## src/rtl/inst_loader.sv

```systemverilog
// Instruction-memory loader: accepts a valid/ready word stream and writes it into
// consecutive RAM addresses from 0, stopping at the halt word or at the last address.
module inst_loader #(
    parameter int A            = 10,
    parameter int W            = 10,
    parameter int STOP_ON_HALT = 1
) (
    input  logic         Clk,
    input  logic         Reset,
    input  logic         LoadStart,
    input  logic [W-1:0] InData,
    input  logic         InValid,
    output logic         InReady,
    output logic         WrEn,
    output logic [A-1:0] WrAddr,
    output logic [W-1:0] WrData,
    output logic         Busy,
    output logic         Done,
    output logic         Full,
    output logic [A:0]   WordCount,
    output logic [1:0]   DbgState
);

    // Handshake: a word moves when InValid && InReady in the same cycle; InReady is
    // combinational and does not depend on InValid, so the source may hold InValid high.
    typedef enum logic [1:0] {
        ST_IDLE = 2'd0,
        ST_LOAD = 2'd1,
        ST_DONE = 2'd2
    } state_t;

    localparam logic [A-1:0] LAST_ADDR = '1;
    localparam logic [W-1:0] HALT_WORD = '1;
    localparam logic [A:0]   MAX_COUNT = {1'b1, {A{1'b0}}};
    localparam logic         HALT_EN   = (STOP_ON_HALT != 0);

    state_t         state_q, state_d;
    logic [A-1:0]   addr_q, addr_d;
    logic [A:0]     count_q, count_d;
    logic           full_q, full_d;
    logic           wr_en_q, wr_en_d;
    logic [A-1:0]   wr_addr_q, wr_addr_d;
    logic [W-1:0]   wr_data_q, wr_data_d;

    logic           in_ready;
    logic           accept;
    logic           is_halt;

    assign in_ready = (state_q == ST_LOAD) && !LoadStart;
    assign accept   = InValid && in_ready;
    assign is_halt  = HALT_EN && (InData == HALT_WORD);

    always_comb begin
        state_d   = state_q;
        addr_d    = addr_q;
        count_d   = count_q;
        full_d    = full_q;
        wr_en_d   = 1'b0;
        wr_addr_d = wr_addr_q;
        wr_data_d = wr_data_q;

        case (state_q)
            ST_IDLE, ST_DONE: begin
                if (LoadStart) begin
                    state_d = ST_LOAD;
                    addr_d  = '0;
                    count_d = '0;
                    full_d  = 1'b0;
                end
            end
            ST_LOAD: begin
                if (LoadStart) begin
                    addr_d  = '0;
                    count_d = '0;
                    full_d  = 1'b0;
                end else if (accept) begin
                    wr_en_d   = 1'b1;
                    wr_addr_d = addr_q;
                    wr_data_d = InData;
                    addr_d    = addr_q + 1'b1;
                    count_d   = (count_q == MAX_COUNT) ? count_q : count_q + 1'b1;
                    // Halt wins over the full condition when both land on the last slot.
                    if (is_halt) begin
                        state_d = ST_DONE;
                    end else if (addr_q == LAST_ADDR) begin
                        state_d = ST_DONE;
                        full_d  = 1'b1;
                    end
                end
            end
            default: begin
                state_d = ST_IDLE;
            end
        endcase
    end

    always_ff @(posedge Clk or posedge Reset) begin
        if (Reset) begin
            state_q   <= ST_IDLE;
            addr_q    <= '0;
            count_q   <= '0;
            full_q    <= 1'b0;
            wr_en_q   <= 1'b0;
            wr_addr_q <= '0;
            wr_data_q <= '0;
        end else begin
            state_q   <= state_d;
            addr_q    <= addr_d;
            count_q   <= count_d;
            full_q    <= full_d;
            wr_en_q   <= wr_en_d;
            wr_addr_q <= wr_addr_d;
            wr_data_q <= wr_data_d;
        end
    end

    assign InReady   = in_ready;
    assign WrEn      = wr_en_q;
    assign WrAddr    = wr_addr_q;
    assign WrData    = wr_data_q;
    assign Busy      = (state_q == ST_LOAD);
    assign Done      = (state_q == ST_DONE);
    assign Full      = full_q;
    assign WordCount = count_q;
    assign DbgState  = state_q;

endmodule
```

## config.mk

```make
export PLATFORM = sky130hd
export DESIGN_NAME = inst_loader
export DESIGN_NICKNAME = d
export VERILOG_FILES = /design/src/rtl/inst_loader.sv
export SDC_FILE = /design/constraint.sdc
export NUM_CORES = 1
export LEC_CHECK = 0
export BUFFER_PORTS_ARGS = -buffer_cell sky130_fd_sc_hd__buf_4
export CAP_MARGIN = 25
export CORE_MARGIN = 4
export CORE_UTILIZATION = 56
export CTS_CLUSTER_SIZE = 10
export DETAILED_ROUTE_END_ITERATION = 6
export PLACE_DENSITY = 0.9
export SLEW_MARGIN = 30
export SYNTH_ARGS = -nofsm -noshare
export SYNTH_HDL_FRONTEND = slang
export SYNTH_SLANG_ARGS = --single-unit
```

## constraint.sdc

```tcl
create_clock -name Clk -period 4.15 [get_ports Clk]
set_clock_uncertainty 0.05 [all_clocks]
set_input_delay 0.83 -clock Clk [delete_from_list [all_inputs] [get_ports Clk]]
set_output_delay 0.83 -clock Clk [all_outputs]
set_load 0.01 [all_outputs]
```

---- Word-level counts from Yosys, hierarchy flattened ----
Cells that the tools add are included.
operators by class
  equal/unequal tests ..................... 13
  bitwise logic cells ..................... 1
  multiplexer cells ....................... 24
  reductions and logical operators ........ 11
  add/subtract/negate cells ............... 2
operator list
  kind                                                                    count
  11-bit two-way mux                                                      4
  10-bit two-way mux                                                      3
  11-bit case mux with 2 select lines                                     1
  10-bit equality test (second input constant)                            2
  10-bit case mux with 2 select lines                                     1
  11-bit by 1-bit adder with 11-bit output (second input constant)        1
  11-bit equality test (second input constant)                            1
  10-bit by 1-bit adder with 10-bit output (second input constant)        1
  2-bit two-way mux                                                       5
  1-bit two-way mux                                                       8
  4-bit AND reduction                                                     2
  3-bit by 2-bit != test with 1-bit output (second input constant)        2
  3-bit != test (second input constant)                                   2
  3-bit AND reduction                                                     2
  5-bit AND reduction                                                     1
  2-bit != test (second input constant)                                   2
  2-bit case mux with 2 select lines                                      1
  3-bit by 1-bit != test with 1-bit output (second input constant)        1
  2-bit by 1-bit equality test with 1-bit output (second input constant)  1
  2-bit equality test (second input constant)                             1
  1-bit logical AND                                                       2
  2-bit logical NOT                                                       1
  2-bit by 1-bit != test with 1-bit output (second input constant)        1
  1-bit case mux with 2 select lines                                      1
  4 further kinds                                                         4
word-level totals
  logic and storage cells ................. 58
  register bits after elaboration ......... 45
  bits of input ports ..................... 14
  output and inout port bits .............. 38

---- Longest topological paths before layout ----
  depth after elaboration ................. 6
  mapped depth ............................ 8
  gate-level depth less buffers ........... 6

---- Least setup slack after synthesis ----
No wires, ideal clock.
  kind .................................... input -> register
  from .................................... input LoadStart
  to ...................................... register wr_data_q[0], in the netlist WrData[0]
  buffers on the path ..................... 3
  stages on the path ...................... 7
  library setup time ...................... 0.125 ns
  arrival time ............................ 2.186 ns
  slack ................................... 1.790 ns
  data required time ...................... 3.975 ns
  cell sequence ........................... or3b_1 > clkbuf_1 > inv_2 > and2_1 > buf_2 > buf_4 > mux2_2
between the ends
  longest elaborated chain between the ends .. 4
  elaborated cells on any way between the ends .. 5
  those cells by class .................... bitwise (1); reduce/logical (4)
ends and longest elaborated chain
  what                                  RTL line  text
  start, declared                       10        input logic LoadStart,
  1-bit logical NOT                     49        assign in_ready = (state_q == ST_LOAD) && !LoadStart;
  1-bit logical AND                     49
  named net InReady                     13        output logic InReady,
  1-bit logical AND                     50        assign accept = InValid && in_ready;
  3-bit AND reduction (no source line)  -
  end signal, assigned                  113       wr_data_q <= wr_data_d;
  end, declared                         43        logic [W-1:0] wr_data_q, wr_data_d;
The timed path passes the listed nets, and every way through them passes these cells.
A chain may end at the register's enable or synchronous reset.

---- Final worst setup path ----
  from .................................... input LoadStart
  to ...................................... output InReady
between the ends
  longest elaborated chain between the ends .. 2
ends and longest elaborated chain
  what               RTL line
  1-bit logical NOT  49
  1-bit logical AND  49
  end, declared      13
Every way passes these cells.

==> impl_results.md <==
- Status: completed
- Endpoint class of the critical path: output port
- Worst slew pin tran: 0.7380 ns
- Global route total overflow: 0
- Setup_tns: 0 ns
- Syn_area_per_cell: approximately 11 sq um
- Setup crit start kind: input pin
- Crit path max fanout: 7
- GR peak layer: met2
- Total Die Area: between 4000 and 5000 sq um
- Top area cells in the synthesized netlist: dfrtp_1 54%, mux2_2 11%, xnor2_1 3.4%
- Util after Layout: 75.18%
- Seq/Total Area, Yosys: a little over half
- Global-route wire length before repair: roughly 6.7 mm
- Via count: around 1.6k
- Top-area cell type share of the netlist area: a little over half
- Die extent in x: just under 70 um
- Final instance area: 2608 sq um
- Worst Path Arrival: about 1.7 ns
- PostCTS Resize Cnt: 0
- P_sw: 0.0002939 W
- Clock network fraction of design power: between 30% and 40%
- Combinational Power Share: 20.7%
- Cell leakage power: approximately 1.2 nW
- Fillcell total: 235
- Core ar.: 3468 sq um
- CP Data Required Time: about 3.3 ns
- Met1 Usage GRT: between 20% and 30%
- CTS Sinks: 45
- Dpl hpwl: just over 3 mm
- GPL Wtd Cong: around 0.79
- Router iterations before antenna repair: 4
- Initial core utilization: between 50 and 60%
- Drt wl/cell: between 10 and 15 um
- Mapped cell area: 2077 sq um
- Diodes inserted: 0
- Minimum clock period: between 2 and 3 ns
- Post-CTS setup buffers: 0
- Setup violators final: 0
- RSZ-0062 raised after global routing: false
- Worst path max stage delay: roughly 0.47 ns
- Sequential cell area: 1126 sq um
- Crit-path slowest cell: or3b_1
- All-layer global routing usage: around a fifth
- Met3 usage: under 10%
- CTS tree: done
- Chip height: between 60 and 70 um
- Max Root-Sink Buffers: 2
- Synth warn: 0
- Synth area leader: dfrtp_1
- Initial antenna violation count: 0
- DRT antenna net count: 0
- Distinct cells, synth: 36
- Post-Syn Nets: 204
- Layout cells sized above 1: a little over a third
- #FFs+latches synth: 45
- Final net count: 256
- Crit path top cell by count: buf_4
- Internal power: 0.0008108 W
- CTS Hold Bufs: 0
- Relative slew slack: slightly above 50%
- Max Clk Rate: roughly 390 MHz
- Critical Path, Cell by Cell: buf_4, or3b_1, inv_2, buf_4
- Largest net degree at the start of global routing: 46
- Max Slew Vio Count: 0
- Overall power: around 0.0011 W
- Remaining DRCs: 0
- Crit Path Category: in -> out
- P&R area growth vs syn: 25.54%
- Detailed Route WL: between 4 and 5 mm
- Vias per cell: about 5.6
- Maxcap violations: 0
- Sw Ratio: roughly a quarter
- Period utilization: between 60% and 70%
- Site row count: 21
- Vias in the first global route: 1391
- Root Driver: clkbuf_8
- Cell Pwr Density: 423.7 nW/um^2
- Iteration-0 DRC Markers: around 180
- Final hold violations: 0
- Synth Instances: 187
- Area of the multi-input gates: just under 900 sq um
- # H-tree levels: 2
- Met2 Track Usage GR: between 20% and 30%
- Skew-Pair Late Insertion Delay: around 0.30 ns
- Worst hold path type: reg -> reg
- Io pins: 52
- Num CTS Buffers: 5
- Port Buffers: 51
- Clk pin slew, worst setup/hold paths: 0.08 ns
- Share of power burned in registers: approximately 49%
- DP Area: 2490 sq um
- Peak supply drop: between 200 and 250 uV
-- power groups by stage --
stage	logic (W)	registers (W)	clock network [W]
after global routing	0.000252	0.000551	0.000361
final	0.000229	0.000542	0.000334
after floorplan	0.000104	0.000561	0
after CTS	0.000233	0.000541	0.000340
after detailed placement	0.000229	0.000550	0
after global placement	0.000222	0.000547	0
-- worst max-delay path: cells and delay by family --
| kind | cells | cell delay (ns) |
|---|---|---|
| simple gates | 1 | 0.47 |
| buf+inv | 3 | 0.40 |
-- area by class of cell --
cell class | count | share of cell area (%)
inverters | 7 | 1.008
clock buffers | 7 | 3.311
well taps | 46 | 2.207
repair buffers | 52 | 14.97
multi-input cells | 128 | 34.17
clock inverters | 1 | 1.152
flip-flops and latches | 45 | 43.19
-- state kept, by name, summed over array words and instances (netlist names) --
| name | flops |
|---|---|
| Full | 1 |
| addr_q | 10 |
| WordCount | 11 |
| WrData | 10 |
| WrEn | 1 |
| WrAddr | 10 |
| DbgState | 2 |
-- metrics by stage --
step | setup WS (ns) | instances | hold slack (ns)
6_report | 1.565 | 286 | 0.4644
4_1_cts | 1.448 | 286 | 0.4649
2_1_floorplan | 1.790 | 187 | 0.4493
5_1_grt | 1.522 | 286 | 0.4871
3_5_place_dp | 1.135 | 278 | 0.4469
3_3_place_gp | 1.148 | 278 | 0.4430
-- metal layers --
layer | vias to the layer above | part of all wire, %
met1 | 772 | 44
met5 | - | 0
met4 | 0 | 2.0
met3 | 8 | 5.3
li1 | 768 | -
met2 | 50 | 49
-- cell families after synthesis --
kind of cell	Yosys count	share of synthesized area [%]
simple gates	71	18.80
flops	45	54.22
compound gates	23	6.627
mux	22	11.81
buf+inv	14	2.951
xor+xnor	9	3.795
fa+ha+maj	3	1.807
-- final timing paths --
path                             startpoint            to  slack [ns]  depth (start not counted)
worst max-delay path              LoadStart       InReady        1.57                          4
min in group asynchronous             Reset     WrData[6]        0.61                          3
worst min register to register    WrData[1]     WrData[1]        0.46                          1
worst max register to register  DbgState[0]   DbgState[0]        2.00                          5
worst min-delay path              WrData[1]     WrData[1]        0.46                          1
max in group asynchronous             Reset  WordCount[5]        3.08                          3
-- synthesized netlist by cell type --
library cell,instances
and2_1,1
inv_2,1
buf_2,1
xnor2_1,8
dfrtp_1,45
nand2_1,14
nand4_1,5
o21a_1,1
or2_0,1
or4_1,4
nor4b_1,4
and2_4,1
nand2b_1,1
nor4_1,6
nor3_1,4
a21oi_1,7
or3_1,2
a21oi_2,1
or3b_1,1
inv_1,6
nand3_1,7
or4b_4,1
and2_0,1
o31ai_1,5
ha_1,3
clkbuf_1,4
nor2_1,14
buf_4,2
nor2b_1,2
a2bb2oi_1,1
mux2i_1,2
o21ai_0,8
nand4b_1,1
or2_2,1
mux2_2,20
xor2_1,1
-- cells in the final DEF, fill, tap and decap left out, types with 5 or more instances in the layout --
master / netlist / routed
o31ai_1: 5 / 5
mux2_2: 20 / 20
buf_4: 2 / 52
clkbuf_8: 0 / 6
dfrtp_1: 45 / 45
nor4_1: 6 / 6
nand3_1: 7 / 7
a21oi_1: 7 / 7
inv_1: 6 / 5
o21ai_0: 8 / 8
xnor2_1: 8 / 8
nand4_1: 5 / 5
nor2_1: 14 / 14
nand2_1: 14 / 14
Note: power is estimated with default switching activity, not from simulation.
